<file path="src/rtl/dac_pkg.sv">
// dac_pkg: shared width default, PWM period helper and code type for the DAC transmit path
package dac_pkg;
  localparam int DAC_WIDTH = 8;
  typedef logic [DAC_WIDTH-1:0] code_t;
  function automatic int period(input int w);
    return (1 << w) - 1;
  endfunction
endpackage

</file>
<file path="src/rtl/dac_sample_fifo.sv">
// dac_sample_fifo: 2-entry synchronous sample FIFO, dout is the head entry
module dac_sample_fifo import dac_pkg::*; #(
  parameter int WIDTH = DAC_WIDTH
) (
  input  logic             clk,
  input  logic             reset,
  input  logic             push,
  input  logic             pop,
  input  logic [WIDTH-1:0] din,
  output logic [WIDTH-1:0] dout,
  output logic [1:0]       count,
  output logic             full,
  output logic             empty
);
  logic [WIDTH-1:0] e1;
  logic do_push, do_pop;
  assign full = count == 2'd2;
  assign empty = count == 2'd0;
  assign do_push = push && !full;
  assign do_pop = pop && !empty;
  always_ff @(posedge clk or negedge reset)
    if (!reset) begin
      dout <= '0;
      e1 <= '0;
      count <= '0;
    end else begin
      dout <= do_pop ? (do_push ? din : e1) : (do_push && empty ? din : dout);
      e1 <= do_push && !do_pop && count == 2'd1 ? din : e1;
      count <= count + {1'b0, do_push} - {1'b0, do_pop};
    end
endmodule

</file>
<file path="src/rtl/pwm_dac_tx.sv">
// pwm_dac_tx: FIFO-buffered code stream replayed as PWM duty and mirrored on the R2R bus
module pwm_dac_tx import dac_pkg::*; #(
  parameter int WIDTH = DAC_WIDTH,
  parameter int PRESCALE = 1
) (
  input  logic             clk,
  input  logic             reset,
  input  logic             enable,
  input  logic [WIDTH-1:0] sample_in,
  input  logic             sample_valid,
  output logic             sample_ready,
  output logic             pwm_out,
  output logic [WIDTH-1:0] R2R_out,
  output logic             period_start,
  output logic             underrun,
  input  logic             clear_underrun
);
  localparam int PW = PRESCALE > 1 ? $clog2(PRESCALE) : 1;
  localparam logic [PW-1:0] PLAST = PW'(PRESCALE - 1);
  localparam logic [WIDTH-1:0] LAST = WIDTH'(period(WIDTH) - 1);
  logic [PW-1:0] presc;
  logic [WIDTH-1:0] cnt, head;
  logic [1:0] count;
  logic running, tick, load, pop, full, empty;
  assign sample_ready = !full;
  assign tick = enable && presc == PLAST;
  assign load = tick && (!running || cnt == LAST);
  assign pop = load && !empty;
  dac_sample_fifo #(.WIDTH(WIDTH)) u_fifo (
    .clk(clk),
    .reset(reset),
    .push(sample_valid),
    .pop(pop),
    .din(sample_in),
    .dout(head),
    .count(count),
    .full(full),
    .empty(empty)
  );
  always_ff @(posedge clk or negedge reset)
    if (!reset) begin
      presc <= '0;
      cnt <= '0;
      running <= 1'b0;
      R2R_out <= '0;
      period_start <= 1'b0;
      underrun <= 1'b0;
      pwm_out <= 1'b0;
    end else begin
      presc <= tick || !enable ? '0 : presc + 1'b1;
      running <= enable && (running || tick);
      cnt <= !enable || load ? '0 : tick ? cnt + 1'b1 : cnt;
      R2R_out <= pop ? head : R2R_out;
      period_start <= load;
      underrun <= (load && count == 2'd0) || (underrun && !clear_underrun);
      pwm_out <= running && enable && cnt < R2R_out;
    end
endmodule

</file>
<file path="config.mk">
export PLATFORM = sky130hd
export DESIGN_NAME = pwm_dac_tx
export DESIGN_NICKNAME = d
export VERILOG_FILES = /design/src/rtl/dac_pkg.sv /design/src/rtl/dac_sample_fifo.sv /design/src/rtl/pwm_dac_tx.sv
export SDC_FILE = /design/constraint.sdc
export NUM_CORES = 1
export LEC_CHECK = 0
export BUFFER_PORTS_ARGS = -buffer_cell sky130_fd_sc_hd__buf_2
export CAP_MARGIN = 10
export CORE_ASPECT_RATIO = 0.8
export CORE_MARGIN = 1.5
export CORE_UTILIZATION = 55
export DETAILED_ROUTE_END_ITERATION = 8
export PLACE_DENSITY = 0.84
export SETUP_SLACK_MARGIN = 0.05
export SLEW_MARGIN = 30
export SYNTH_ARGS = -nofsm -noshare
export SYNTH_HDL_FRONTEND = slang
export SYNTH_SLANG_ARGS = --single-unit
</file>
<file path="constraint.sdc">
create_clock -name clk -period 3.8 [get_ports clk]
set_clock_uncertainty 0.15 [all_clocks]
set_input_delay 0.76 -clock clk [delete_from_list [all_inputs] [get_ports clk]]
set_output_delay 0.76 -clock clk [all_outputs]
set_load 0.05 [all_outputs]
</file>
Yosys cells after proc, flatten, opt, wreduce, memory -nomap -nowiden

Index checks and enable logic that the tools add are counted.

Add/sub/neg operators: 4
Multiply operators: 0
Div/mod/pow operators: 0
$lt $le $gt $ge: 1
Equality and inequality tests: 3
Shift operators: 0
Muxes and demuxes: 6
Bitwise gates (word level): 1
Reduce and logical (&&, ||, !) cells: 27

Operators by type and width:

| cell                                                                  | count |
|---|---|
| 8-bit 2-to-1 mux                                                      | 5 |
| 1-bit logical AND                                                     | 13 |
| 8-bit by 1-bit adder with 8-bit output, second input constant         | 1 |
| 8-bit equality test, second input constant                            | 1 |
| 8-bit < comparator                                                    | 1 |
| 1-bit zero test                                                       | 6 |
| 1-bit logical OR                                                      | 5 |
| 2-bit nonzero test                                                    | 2 |
| 2-bit by 1-bit adder with 2-bit output                                | 1 |
| 2-bit by 1-bit equality test with 1-bit output, second input constant | 1 |
| 2-bit equality test, second input constant                            | 1 |
| 2-bit zero test                                                       | 1 |
| 2-bit by 1-bit subtractor with 2-bit output                           | 1 |
| 1-bit adder, second input constant                                    | 1 |
| 1-bit 2-to-1 mux                                                      | 1 |
| 1-bit NOT                                                             | 1 |

Register bits: 39
Bits in latches: 0
Memory bits (writable): 0
ROM bits: 0
Input port bits: 13
Output and inout port bits: 12
Logic and storage cells: 52
Memories kept: 0

Logic depth before layout (Yosys ltp)

Depth after elaboration: 8
Gate-level depth with buffers: 12
Gate-level depth less buffers: 12

Cells and area by module

Synthesis repeated with hierarchy kept, for this count alone.

Cell total of the unflattened synthesis: 188
Area, all modules: 2,093.3 um2

Modules (own cells, without submodules):

| module          | instances | cells an instance | area an instance (um2) | seq. area each (um2) |
|---|---|---|---|---|
| pwm_dac_tx      | 1         | 99                | 1,094.8                | 525.5 |
| dac_sample_fifo | 1         | 89                | 998.5                  | 450.4 |

Least setup slack after synthesis

OpenSTA, ideal clock, no wires.

Path type: input -> register
From: input port enable
To: register u_fifo.count[1]
Library setup time: 0.131 ns
Arrival: 1.932 ns
Required time: 3.519 ns
Slack: 1.587 ns
Stages on the path: 9
Buffers on the path: 0
Cells stage by stage: nand2b_1 nor2_4 o21ai_2 inv_1 ha_1 inv_1 ha_1 xnor2_1 xnor2_1

Cells in the longest elaborated chain, start to end: 5

RTL lines:

| element                                     | RTL line              | RTL |
|---|---|---|
| start, declared                             | pwm_dac_tx.sv:8       | `input logic enable,` |
| 1-bit logical AND                           | pwm_dac_tx.sv:26      | `assign tick = enable && presc == PLAST;` |
| 1-bit logical AND                           | pwm_dac_tx.sv:27      | `assign load = tick && (!running \|\| cnt == LAST);` |
| via load                                    | pwm_dac_tx.sv:24      | `logic running, tick, load, pop, full, empty;` |
| 1-bit logical AND                           | pwm_dac_tx.sv:28      | `assign pop = load && !empty;` |
| 1-bit logical AND                           | dac_sample_fifo.sv:20 | `assign do_pop = pop && !empty;` |
| 2-bit by 1-bit subtractor with 2-bit output | dac_sample_fifo.sv:29 | `count <= count + {1'b0, do_push} - {1'b0, do_pop};` |
| end signal, assigned                        | dac_sample_fifo.sv:29 |  |
| end, declared                               | dac_sample_fifo.sv:11 | `output logic [1:0] count,` |

The timed path passes the listed nets, and every way through them passes these cells.
A chain may end at the register's enable or synchronous reset.

Worst setup path after layout

From: register cnt[0]
To: register u_fifo.count[1]

Cells in the longest elaborated chain, start to end: 6

RTL lines:

| element                                     | RTL line              | RTL |
|---|---|---|
| start, declared                             | pwm_dac_tx.sv:22      | `logic [WIDTH-1:0] cnt, head;` |
| start signal, assigned                      | pwm_dac_tx.sv:52      | `cnt <= !enable \|\| load ? '0 : tick ? cnt + 1'b1 : cnt;` |
| 8-bit equality test                         | pwm_dac_tx.sv:27      |  |
| 1-bit logical OR                            | pwm_dac_tx.sv:27      |  |
| 1-bit logical AND                           | pwm_dac_tx.sv:27      |  |
| via load                                    | pwm_dac_tx.sv:24      |  |
| 1-bit logical AND                           | pwm_dac_tx.sv:28      |  |
| 1-bit logical AND                           | dac_sample_fifo.sv:20 |  |
| 2-bit by 1-bit subtractor with 2-bit output | dac_sample_fifo.sv:29 |  |

The timed path passes the listed nets, and every way through them passes these cells.

==> results.toml <==
[clock_network]
clkLatencyLatePin_ns = 0.29
cts_root_buffer = "clkbuf_8"
h-tree-depth = 2
path_clk_slew_ns = 0.07
clock_path_buffers = 2
cts-resized-gates = 0
cts_tree = "done"
ctsHoldBuffers = 0
post_cts_buffers = 0
cts_sinks = 39
cts_buffers = 5

[grt]
grtUsageTotal_pct = 21.5
top_usage_layer = "met2"
grt_pass1_vias = 1350
met1_usage_pct = 26.0
antenna_found_initial = 0
met2_usage_pct = 35.7
grt_pass1_wl_um = 5980
globalRouteOverflowTotal = 0
grt_max_degree = 40
globalRouteMet3Util_pct = 5.47

[min_path]
min-delay-start = "u_fifo.dout[0]"
hold_path.class = "reg -> reg"
holdPathStages = 2

[critical_path]
cp_max_fo = 9
start_kind = "register"
critical-path-max-stage-delay_ns = 0.43
worstSetupPathType = "reg -> reg"
rr_worst_depth = 12
reg2reg_from = "cnt[0]"
critPathSlowestCell = "dfrtp_1"
startpoint = "cnt[0]"
end_kind = "register"
crit_chain = "inv_1 -> ha_1 -> nand3_1 -> o21a_4 -> nor2_4 -> o21ai_2 -> inv_1 -> ha_1 -> inv_1 -> ha_1 -> xnor2_1 -> xnor2_1"
required_ns = 3.87
worstPathArrival_ns = 2.49

[synth]
ys_warn_count = 0
synth-seq-area-share_pct = 51.1
synth.distinct_cells = 37
netlist_area_um2 = 1910
ys_ff_latch = 39
syn_avg_cell_area_um2 = 11.5
synth_nets = 190
syn_inst = 166

[sta]
fmax_mhz = 413
setup_tns_ns = 0
hold_ws_ns = 0.337
final_hold_viol_count = 0
rsz0062_at_grt = "no"
post-route-min-period_ns = 2.42
min_period_over_period_pct = 63.8
finalMaxSlewViolations = 0
slew_headroom_pct = 45.1
worst_pin_slew_ns = 0.823
setup_viol = 0

[drt]
via_per_inst = 5.51
drt_iter0_drc = 39
drt_wl_total_um = 3520
drtPass1Iterations = 5
wl_per_cell_um = 15.0
vias = 1294
antenna_left = 0
route.detailed.drc = 0

[cells_and_area]
fin_util_pct = 68.7
finalNetCount = 218
drive_gt1_share_pct = 29.7
antenna_cells = 0
stdcell_area_um2 = 2200
area_growth_pct = 14.9
final_cells = 235

[place]
placed_area_um2 = 2060
port_buffers = 24
dp_hpwl_um = 2640
place.gp.congestion = 0.898
placedCellCount = 227

[status]
status = "finished clean"

[job]
max_cap_viol_count = 0

[die]
row_count = 18
ioPinCount = 25
fp.dieH_um = 55.7
core_area_um2 = 3200
die_w_um = 68.9
design.die.area_um2 = 3840
initial_utilization_pct = 59.7

[power_and_ir_drop]
powerDensity_nw_per_um2 = 741
max-vdd-ir-drop_mv = 0.483
total_leakage_power_nw = 1.05
==> Yosys cell counts <==
master	instances	share of area, %
dfrtp_1	39	51
mux2_2	16	9.4
nand2_1	15	2.9
inv_1	13	2.6
ha_1	11	7.2
mux2i_1	8	4.2
nor2_1	8	1.6
o21ai_1	7	1.8
a21oi_1	5	1.3
o21ai_0	4	1.0
xnor2_1	4	1.8
and3_1	3	0.98
nor2b_1	3	0.98
o21ai_2	3	1.4
xor2_1	3	1.4
a21boi_0	2	0.79
nor3_1	2	0.52
a211o_1	1	0.46
a31oi_1	1	0.33
and2_1	1	0.33
and4_2	1	0.52
buf_2	1	0.26
buf_6	1	0.59
clkbuf_1	1	0.20
clkbuf_2	1	0.26
conb_1	1	0.20
nand2b_1	1	0.33
nand3_1	1	0.26
nand3b_1	1	0.39
nand4_1	1	0.33
nand4_2	1	0.65
nor2_4	1	0.59
nor3_4	1	0.85
nor4b_2	1	0.79
o21a_4	1	0.79
o31a_1	1	0.46
or3_2	1	0.39
==> registers in the layout, summed over array words and instances (netlist names) <==
signal and flops:
cnt 8, period_start 1, presc 1, pwm_out 1, running 1, u_fifo.count 2
underrun 1, R2R_out 8, u_fifo.dout 8, u_fifo.e1 8
==> worst max-delay path, delay by kind of cell, from the launching register on <==
| family | cells | cell delay (ns) |
|---|---|---|
| DFF | 1 | 0.43 |
| and+or+nand+nor | 2 | 0.29 |
| xor gates and xnor gates | 2 | 0.27 |
| AOI/OAI and AO/OA | 2 | 0.42 |
| adders and majority gates | 3 | 0.54 |
| buffers and inverters | 3 | 0.25 |
==> path summary, 6_finish.rpt <==
kind,end,slack [ns]
max in group asynchronous,R2R_out[0],2.57
worst min register to register,u_fifo.dout[0],0.34
worst min-delay path,u_fifo.dout[0],0.34
min in group asynchronous,underrun,0.41
worst max-delay path,u_fifo.count[1],1.38
worst max register to register,u_fifo.count[1],1.38
==> kinds of logic (layout without fill, tap and decap cells) <==
kind of cell | after synthesis | in the layout | share of synthesized area [%]
AOI/OAI and AO/OA | 25 | 25 | 8.38
xor gates and xnor gates | 7 | 7 | 3.21
adders and majority gates | 11 | 11 | 7.20
buffers and inverters | 17 | 46 | 3.86
DFF | 39 | 39 | 51.1
muxes | 24 | 24 | 13.6
other | 1 | 1 | 0.196
and+or+nand+nor | 42 | 42 | 12.4
==> metal layers <==
layer,up-vias,part of all wire [%]
li1,621,-
met4,0,1.5
met3,7,3.8
met2,30,52
met5,-,0
met1,636,43
==> stage by stage <==
step	total power, mW	worst slack, ns
5_1_grt	1.72	1.23
3_5_place_dp	1.24	1.25
4_1_cts	1.64	1.36
2_1_floorplan	1.09	1.59
3_3_place_gp	1.20	1.37
6_report	1.63	1.38
==> cell type report <==
class / count / area [µm²]
fillers: 234 / 1000
flip-flops and latches: 39 / 976
multi-input cells: 110 / 861
repair buffers: 25 / 128
clock buffers: 6 / 72.6
clock inverters: 2 / 60.1
well taps: 40 / 50.0
inverters: 13 / 48.8
==> cell usage in the layout (no fill, tap or decap), types with 2 or more instances in the layout <==
cell type	n
o21ai_0	4
a21boi_0	2
buf_2	24
a21oi_1	5
clkbuf_8	5
nor2_1	8
inv_1	13
nor2b_1	3
nor3_1	2
mux2i_1	8
dfrtp_1	39
ha_1	11
bufinv_16	2
xor2_1	3
mux2_2	16
o21ai_1	7
o21ai_2	3
and3_1	3
nand2_1	15
xnor2_1	4
==> power breakdown <==
part           total [mW]  internal (mW)  switching, mW  leakage [nW]
sequential          0.658          0.556          0.101         0.493
clock               0.405          0.262          0.142        0.0654
combinational       0.564          0.207          0.357         0.493
Note: power is estimated with default switching activity, not from simulation.
